File: src/rtl/ps2_scan_ctrl.sv
// PS/2 set-2 scan sequencer: pops bytes from the receiver FIFO, strips E0/F0 prefixes, emits key events.
// Optional build macro REPEAT_FILTER_EN suppresses key_valid for typematic repeats.
module ps2_scan_ctrl #(
    parameter int CNT_W   = 8,
    parameter int POP_GAP = 2
) (
    input  logic             clk,
    input  logic             rst_n,
    input  logic             kbd_ready,
    input  logic [7:0]       kbd_data,
    input  logic             kbd_overflow,
    output logic             kbd_nextdata_n,
    output logic             key_valid,
    output logic [7:0]       key_code,
    output logic             key_ext,
    output logic             key_break,
    output logic             key_repeat,
    output logic             held_valid,
    output logic [8:0]       held_code,
    output logic [CNT_W-1:0] key_count,
    output logic             proto_err
);

    // state   | meaning
    // P_IDLE  | waiting for kbd_ready; pops the head byte combinationally
    // P_GAP   | POP_GAP idle cycles so the FIFO head can advance
    // S_NORM  | no prefix pending
    // S_EXT   | E0 seen
    // S_BRK   | F0 seen
    // S_EXTBRK| E0 F0 seen

`ifdef REPEAT_FILTER_EN
    localparam bit FILTER = 1'b1;
`else
    localparam bit FILTER = 1'b0;
`endif

    localparam int GAP_W = (POP_GAP > 1) ? $clog2(POP_GAP) : 1;

    typedef enum logic {P_IDLE, P_GAP} pop_state_t;
    typedef enum logic [1:0] {S_NORM, S_EXT, S_BRK, S_EXTBRK} ps_state_t;

    pop_state_t       pop_state, pop_next;
    logic [GAP_W-1:0] gap_cnt, gap_next;
    logic             pop_fire;

    ps_state_t        ps_state, ps_cur, ps_next;
    logic             ovf_q, ovf_rise;
    logic             emit, ev_ext, ev_brk, err_set, is_drop, is_rep, pulse;
    logic [8:0]       ev_key;

    always_comb begin
        pop_next = pop_state;
        gap_next = gap_cnt;
        pop_fire = 1'b0;
        case (pop_state)
            P_IDLE: begin
                if (kbd_ready && rst_n) begin
                    pop_fire = 1'b1;
                    pop_next = P_GAP;
                    gap_next = GAP_W'(POP_GAP - 1);
                end
            end
            P_GAP: begin
                if (gap_cnt == '0) pop_next = P_IDLE;
                else               gap_next = gap_cnt - GAP_W'(1);
            end
            default: pop_next = P_IDLE;
        endcase
    end

    assign kbd_nextdata_n = ~pop_fire;

    assign ovf_rise = kbd_overflow & ~ovf_q;

    always_comb begin
        is_drop = (kbd_data == 8'hAA) || (kbd_data == 8'hFA) || (kbd_data == 8'hEE) ||
                  (kbd_data == 8'hFE) || (kbd_data == 8'h00) || (kbd_data == 8'hFF);
    end

    // An overflow edge resyncs to NORM first, so a byte popped in that cycle starts a fresh sequence.
    always_comb begin
        ps_cur  = ovf_rise ? S_NORM : ps_state;
        ps_next = ps_cur;
        emit    = 1'b0;
        ev_ext  = 1'b0;
        ev_brk  = 1'b0;
        err_set = ovf_rise;
        if (pop_fire) begin
            case (ps_cur)
                S_NORM: begin
                    if (kbd_data == 8'hE0)      ps_next = S_EXT;
                    else if (kbd_data == 8'hF0) ps_next = S_BRK;
                    else if (!is_drop)          emit = 1'b1;
                end
                S_EXT: begin
                    if (kbd_data == 8'hF0)      ps_next = S_EXTBRK;
                    else if (kbd_data != 8'hE0) begin
                        emit    = 1'b1;
                        ev_ext  = 1'b1;
                        ps_next = S_NORM;
                    end
                end
                S_BRK: begin
                    ps_next = S_NORM;
                    if (kbd_data == 8'hF0 || kbd_data == 8'hE0) err_set = 1'b1;
                    else begin
                        emit   = 1'b1;
                        ev_brk = 1'b1;
                    end
                end
                S_EXTBRK: begin
                    ps_next = S_NORM;
                    if (kbd_data == 8'hF0 || kbd_data == 8'hE0) err_set = 1'b1;
                    else begin
                        emit   = 1'b1;
                        ev_ext = 1'b1;
                        ev_brk = 1'b1;
                    end
                end
                default: ps_next = S_NORM;
            endcase
        end
    end

    assign ev_key = {ev_ext, kbd_data};
    assign is_rep = ~ev_brk & held_valid & (held_code == ev_key);
    assign pulse  = emit & ~(FILTER & is_rep);

    always_ff @(posedge clk) begin
        if (!rst_n) begin
            pop_state  <= P_IDLE;
            gap_cnt    <= '0;
            ps_state   <= S_NORM;
            ovf_q      <= 1'b0;
            key_valid  <= 1'b0;
            key_code   <= '0;
            key_ext    <= 1'b0;
            key_break  <= 1'b0;
            key_repeat <= 1'b0;
            held_valid <= 1'b0;
            held_code  <= '0;
            key_count  <= '0;
            proto_err  <= 1'b0;
        end else begin
            pop_state <= pop_next;
            gap_cnt   <= gap_next;
            ps_state  <= ps_next;
            ovf_q     <= kbd_overflow;
            key_valid <= pulse;
            if (err_set) proto_err <= 1'b1;
            if (pulse) begin
                key_code   <= kbd_data;
                key_ext    <= ev_ext;
                key_break  <= ev_brk;
                key_repeat <= is_rep;
            end
            if (emit && !ev_brk && !is_rep) begin
                key_count  <= key_count + CNT_W'(1);
                held_code  <= ev_key;
                held_valid <= 1'b1;
            end
            if (emit && ev_brk && (held_code == ev_key)) held_valid <= 1'b0;
        end
    end

endmodule

File: config.mk
export PLATFORM = sky130hd
export DESIGN_NAME = ps2_scan_ctrl
export DESIGN_NICKNAME = d
export VERILOG_FILES = /design/src/rtl/ps2_scan_ctrl.sv
export SDC_FILE = /design/constraint.sdc
export NUM_CORES = 1
export LEC_CHECK = 0
export CAP_MARGIN = 20
export CORE_MARGIN = 3
export CORE_UTILIZATION = 25
export CTS_CLUSTER_SIZE = 25
export DETAILED_ROUTE_END_ITERATION = 12
export DONT_BUFFER_PORTS = 1
export SYNTH_ARGS = -nofsm -noshare
export SYNTH_HDL_FRONTEND = slang
export SYNTH_SLANG_ARGS = --single-unit
File: constraint.sdc
create_clock -name clk -period 2.9 [get_ports clk]
set_input_delay 0.58 -clock clk [delete_from_list [all_inputs] [get_ports clk]]
set_output_delay 0.58 -clock clk [all_outputs]
set_load 0.03 [all_outputs]
==> results.yml <==
outcome:
  status: "completed"
cts:
  cts_buffer_depth: 2
  cts_buffers: 5
  htreeDepth: 2
  cts_tree: "built"
  insertion_delay_ns: 0.29
  cts_resized: 0
  cts_setup_buffers: 0
  cts_root_buf: "clkbuf_8"
  clock-sinks: 36
  cts_hold_buf: 0
  clk_pin_slew_ns: 0.07
timing:
  fin_tns_setup_ns: 0
  timing.hold.ws_ns: 0.415
  final-max-slew-violation-count: 0
  setup_viol: 0
  period_minus_slack_ns: 2.25
  finalHoldViolCount: 0
  rsz0062_at_grt: "no"
  tightest_slew_ns: 0.727
  finalCritPeriodShare_pct: 77.6
  fmax_mhz: 444
  relSlewSlack_pct: 51.5
  skew_ns: 0.00579
global_route:
  antenna_found_initial: 0
  grt_pass1_vias: 1210
  grt_pass1_wl_um: 6400
  overflow: 0
  grt_max_degree: 26
  track_usage_pct: 11.2
route:
  routedWlPerCell_um: 15.8
  viasPerCell: 5.19
  drtIter0Drc: 80
  ant_nets: 0
  route.detailed.drc: 0
  vias: 1334
  dr.pass1.iters: 4
  drt-total-wl_um: 4070
worst_setup_path:
  crit_chain: "nor3b_2, inv_2, or4_4, and4_4, or4_1, a21oi_1"
  setup.worst_path.class: "flop to flop"
  slowest_delay_ns: 0.56
  cp.required_ns: 3.13
  cp-end-kind: "flop"
  critPathSlowestCell: "or4_4"
  arrival_ns: 2.48
  startpoint_type: "flop"
  crit_fanout: 12
logic_synthesis:
  syn_inst: 185
  syn-cell-area_mm2: 0.00161
  synthArstFlopShare_pct: 0
  syn-num-nets: 198
  synth_edf_count: 0
  syn_avg_cell_area_um2: 8.72
  synth_ff_type: "dfxtp_1"
  ys_warn_count: 0
  yosys.cell_types.count: 31
  synthTopCellsByArea: "dfxtp_1 45%, mux2i_1 9.9%, nand3_1 5.6%, a21oi_1 5.3%, xnor2_1 4.3%"
  synth_top_cell_by_area: "dfxtp_1"
  synth.ff_latch_count: 36
  yosysSeqAreaShare_pct: 44.7
  yosysTopAreaCellShare_pct: 44.7
placement:
  io_buffers: 0
  place_hpwl_um: 2930
  place_congestion: 0.786
floorplanning:
  io_pins: 44
  core.rowCount: 28
  core_area_mm2: 0.00610
  die_width_um: 86.3
  die_h_um: 86.3
  start_util_pct: 26.5
  die_area_mm2: 0.00745
finish:
  nNetsFinal: 195
  insertedDiodeCount: 0
  area_growth_pct: 8.69
  drive_gt1_share_pct: 8.79
min_path:
  hp-class: "primary input to flop"
power_and_ir_drop:
  peakVddDrop_v: 0.000227
  power_leakage_nw: 0.659
  powerDensity_mw_per_mm2: 560
run:
  max_cap_viol_count: 0
-- cell families (layout without fill, tap and decap cells) --
| family | Yosys count | count (layout) | synth area share (%) |
|---|---|---|---|
| buffers and inverters | 18 | 15 | 4.50 |
| XOR/XNOR | 8 | 8 | 4.34 |
| flip-flops | 36 | 36 | 44.7 |
| multiplexers | 16 | 16 | 9.93 |
| AND/OR/NAND/NOR | 70 | 70 | 23.0 |
| AO/OA/AOI/OAI | 36 | 36 | 12.7 |
| adder cells (fa/ha/maj) | 1 | 1 | 0.776 |
-- worst paths after layout --
path | startpoint | endpoint | slack (ns) | cells past startpoint
worst min register to register | pop_state | gap_cnt | 0.49 | 1
worst max register to register | pop_state | key_count[7] | 0.65 | 6
worst min-delay path | rst_n | ovf_q | 0.42 | 1
worst max-delay path | pop_state | key_count[7] | 0.65 | 6
-- per-layer routing --
metal / share of wire (%) / up-vias / track usage, %
met3: 11 / 5 / 5.80
met5: 0 / - / 0
met2: 43 / 52 / 15.9
met1: 44 / 624 / 14.4
met4: 1.1 / 0 / 4.25
li1: - / 653 / -
-- flip-flops by register name, summed over array words and instances, names as in the netlist --
register,cells
held_code,9
key_code,8
key_count,8
ps_state,2
gap_cnt,1
held_valid,1
key_break,1
key_ext,1
key_repeat,1
key_valid,1
ovf_q,1
pop_state,1
proto_err,1
-- per-stage QoR --
stage	std cells	utilization [%]	setup WS, ns	instance area, um^2	total power, mW
2_1_floorplan	185	-	0.503	1610	0.639
3_3_place_gp	250	27.5	0.466	1680	0.652
3_5_place_dp	250	27.5	0.420	1680	0.653
4_1_cts	257	28.8	0.645	1750	0.991
5_1_grt	257	28.8	0.498	1750	1.03
6_report	257	28.8	0.649	1750	0.981
-- cell type report --
| class | instances | area, um^2 |
|---|---|---|
| Clock inverter | 1 | 5.00 |
| Inverter | 5 | 18.8 |
| Multi-Input combinational cell | 131 | 820 |
| Timing Repair Buffer | 3 | 22.5 |
| Sequential cell | 36 | 721 |
| Fill cell | 655 | 4340 |
| Clock buffer | 6 | 72.6 |
| Tap cell | 75 | 93.8 |
-- power breakdown --
group          internal, mW  switching [mW]  total [mW]
Combinational        0.0330          0.0415      0.0745
Sequential            0.514          0.0521       0.566
Clock                 0.163           0.177       0.340
-- cell usage after synthesis, drive strengths merged (2+ instances only) --
| master | number |
|---|---|
| and4 | 3 |
| nor4 | 3 |
| nand2b | 3 |
| o31ai | 4 |
| nand3 | 18 |
| clkbuf | 9 |
| o21ai | 10 |
| or4 | 2 |
| dfxtp | 36 |
| nor2 | 13 |
| nand2 | 12 |
| and2 | 3 |
| inv | 5 |
| nand4 | 7 |
| buf | 4 |
| a21oi | 17 |
| xnor2 | 8 |
| mux2i | 16 |
| nor3 | 3 |
-- cells in the final DEF (no fill, tap or decap), types with 4 or more instances in the layout --
cell type / synthesis / layout
a21oi_1: 17 / 17
clkbuf_8: 0 / 5
dfxtp_1: 36 / 36
mux2i_1: 16 / 16
nand2_1: 12 / 12
nand3_1: 18 / 18
nand4_1: 7 / 7
nor2_1: 13 / 13
o21ai_0: 10 / 10
o31ai_1: 4 / 4
xnor2_1: 8 / 8
-- critical path: cells and delay by family (launching register included) --
| kind | cells | cell delay, ns |
|---|---|---|
| compound gates | 1 | 0.14 |
| flops | 1 | 0.34 |
| simple gates | 4 | 1.53 |
| buf+inv | 1 | 0.17 |
No activity file was read; power rests on OpenSTA's default activity.
==> RTL change: new RTL, same settings <==
The parameter `CNT_W` goes from 8 to 10.
--- a/src/rtl/ps2_scan_ctrl.sv
+++ b/src/rtl/ps2_scan_ctrl.sv
@@ -3,3 +3,3 @@
 module ps2_scan_ctrl #(
-    parameter int CNT_W   = 8,
+    parameter int CNT_W   = 10,
     parameter int POP_GAP = 2
Ports: changed (resized key_count); port bits go from 44 to 46. The function was not compared with the original's and may differ.
==> RTL change against the unedited design <==
Area after synthesis up 4.5%. Worst hold slack got worse by 15 ps. Count of clock-buffer cells in the layout up 1. Die area increased by 4.2%. Critical path depth rose by 2. Sequential cell count rose by 2. Wire length shrank 2.8%. Final area rose by 5.6%. Worst setup slack lost 40 ps. Total power increased by 6.6%. Global-route usage about the same. Synthesized cell count rose by 3.2%. Critical path type unchanged. Largest power group unchanged.
==> RTL change: results <==
[global_route]
grt_use_met1 = 0.1215
grt_pass1_wl_um = 6617
met3_usage = 0.06303
gr-usage-met2 = 0.1781
grt_antenna_before_repair = 0
grt_usage = 0.1117
grt_max_degree = 28
first_global_vias = 1327

[synth]
synth_common_cells = 38 x dfxtp_1, 32 x nand2_1, 17 x mux2i_1, 17 x nor2_1, 12 x o21ai_0
yosysUniqueCellTypes = 38
yosys_warnings = 0
synth_compound_area_frac = 0.1017
netlist_top_cells_area = dfxtp_1 45%, mux2i_1 10%, nand2_1 7.1%
synth_most_common_cell = dfxtp_1
synth_xor_area_frac = 0.05197
async_flop_share = 0
synth.area.mux_share = 0.1010
synth-seq-area-share = 0.4514
synth_fa_ha_area_frac = 0.007424
syn_nets = 204

[final_layout]
drive_above_1_share = 0.08763
diodes = 0
nNetsFinal = 206
reg_top3 = key_count (10), held_code (9), key_code (8)

[cts]
cts_max_level = 2
cts_root_buf = clkbuf_8
numCtsBuffers = 5
clock_path_buffers = 2
clk_pin_slew_ps = 70
ctsResizeCount = 0
clock_latency_ps = 290
post_cts_buffers = 0

[placement]
pre_cts_ws_ps = 332.3
portBuffers = 0
dp_hpwl_um = 2909
dpl_cell_area_um2 = 1759
place.gp.congestion = 0.7773

[sta]
relSlewSlack = 0.6488
fin_skew_ps = 7.576

[drt]
via_per_inst = 4.849
first_pass_iters = 4
dr.first_iter.drc_count = 72
finalWirelength_um = 3952

[worst_setup_path]
crit_path_start = pop_state$_SDFF_PN0_
cp_slowest_cell = or4_4
critPathMaxStageDelay_ps = 510
cp_max_fo = 27
cp.arrival_ps = 2460

[hold_path]
hp-start = kbd_data[0]
hp-class = primary input to register

[power]
leakagePower_nw = 0.7791
vdd_drop_max_mv = 0.1576

[outcome]
status = completed
## RTL change: cell count changes after synthesis, moves of 2 or more
cell	unedited run	this run
nand2_1	12	32
nand3_1	18	3
a21oi_1	17	5
xor2_1	0	8
xnor2_1	8	2
clkbuf_1	9	4
nor2_1	13	17
o31ai_1	4	0
and3_1	1	3
and4_1	2	0
buf_6	0	2
dfxtp_1	36	38
o21ai_0	10	12
or2b_1	0	2
## RTL change: per-layer routing
metal  up-vias  share of wire
met4         0          0.016
met2        32           0.47
li1        671              -
met1       606           0.41
met5         -              0
met3         5           0.10
## RTL change: cell type report
| class | count | area (µm²) |
|---|---|---|
| Clock inverter | 1 | 5.005 |
| Sequential cell | 38 | 760.7 |
| Timing Repair Buffer | 4 | 30.03 |
| Clock buffer | 7 | 86.33 |
| Inverter | 4 | 15.01 |
| Fill cell | 694 | 4608 |
| Multi-Input combinational cell | 140 | 857.1 |
| Tap cell | 77 | 96.34 |
## RTL change: cell families (layout without fill, tap and decap cells)
family,after synthesis,count (layout)
flip-flops,38,38
multiplexers,17,17
AND/OR/NAND/NOR,84,84
AO/OA/AOI/OAI,28,28
XOR/XNOR,10,10
buffers and inverters,13,16
adder cells (fa/ha/maj),1,1
## RTL change: worst paths after layout
kind / endpoint / slack, ps / depth (start not counted)
max reg2reg: key_count[4]$_SDFFE_PN0P_ / 610 / 8
max: key_count[4]$_SDFFE_PN0P_ / 610 / 8
min: held_code[0]$_SDFFE_PN0P_ / 400 / 2
min reg2reg: gap_cnt$_SDFFE_PN0P_ / 500 / 2
## RTL change: report_power, final
part	total, mW	switching, mW	leakage [nW]	internal, mW
combinational	0.0734	0.0398	0.421	0.0337
clock	0.371	0.179	0.0482	0.192
sequential	0.602	0.0579	0.310	0.544
## RTL change: critical path: cells and delay by family (launching register included)
family / cells / cell delay (ps)
and+or+nand+nor: 3 / 900
AOI/OAI and AO/OA: 2 / 460
DFF: 1 / 340
buffers and inverters: 2 / 320
muxes: 1 / 150
## RTL change: per-stage QoR
stage,instances,utilization
2_1_floorplan,191,-
3_3_place_gp,263,0.2724
3_5_place_dp,263,0.2724
4_1_cts,271,0.2865
5_1_grt,271,0.2865
6_report,271,0.2865
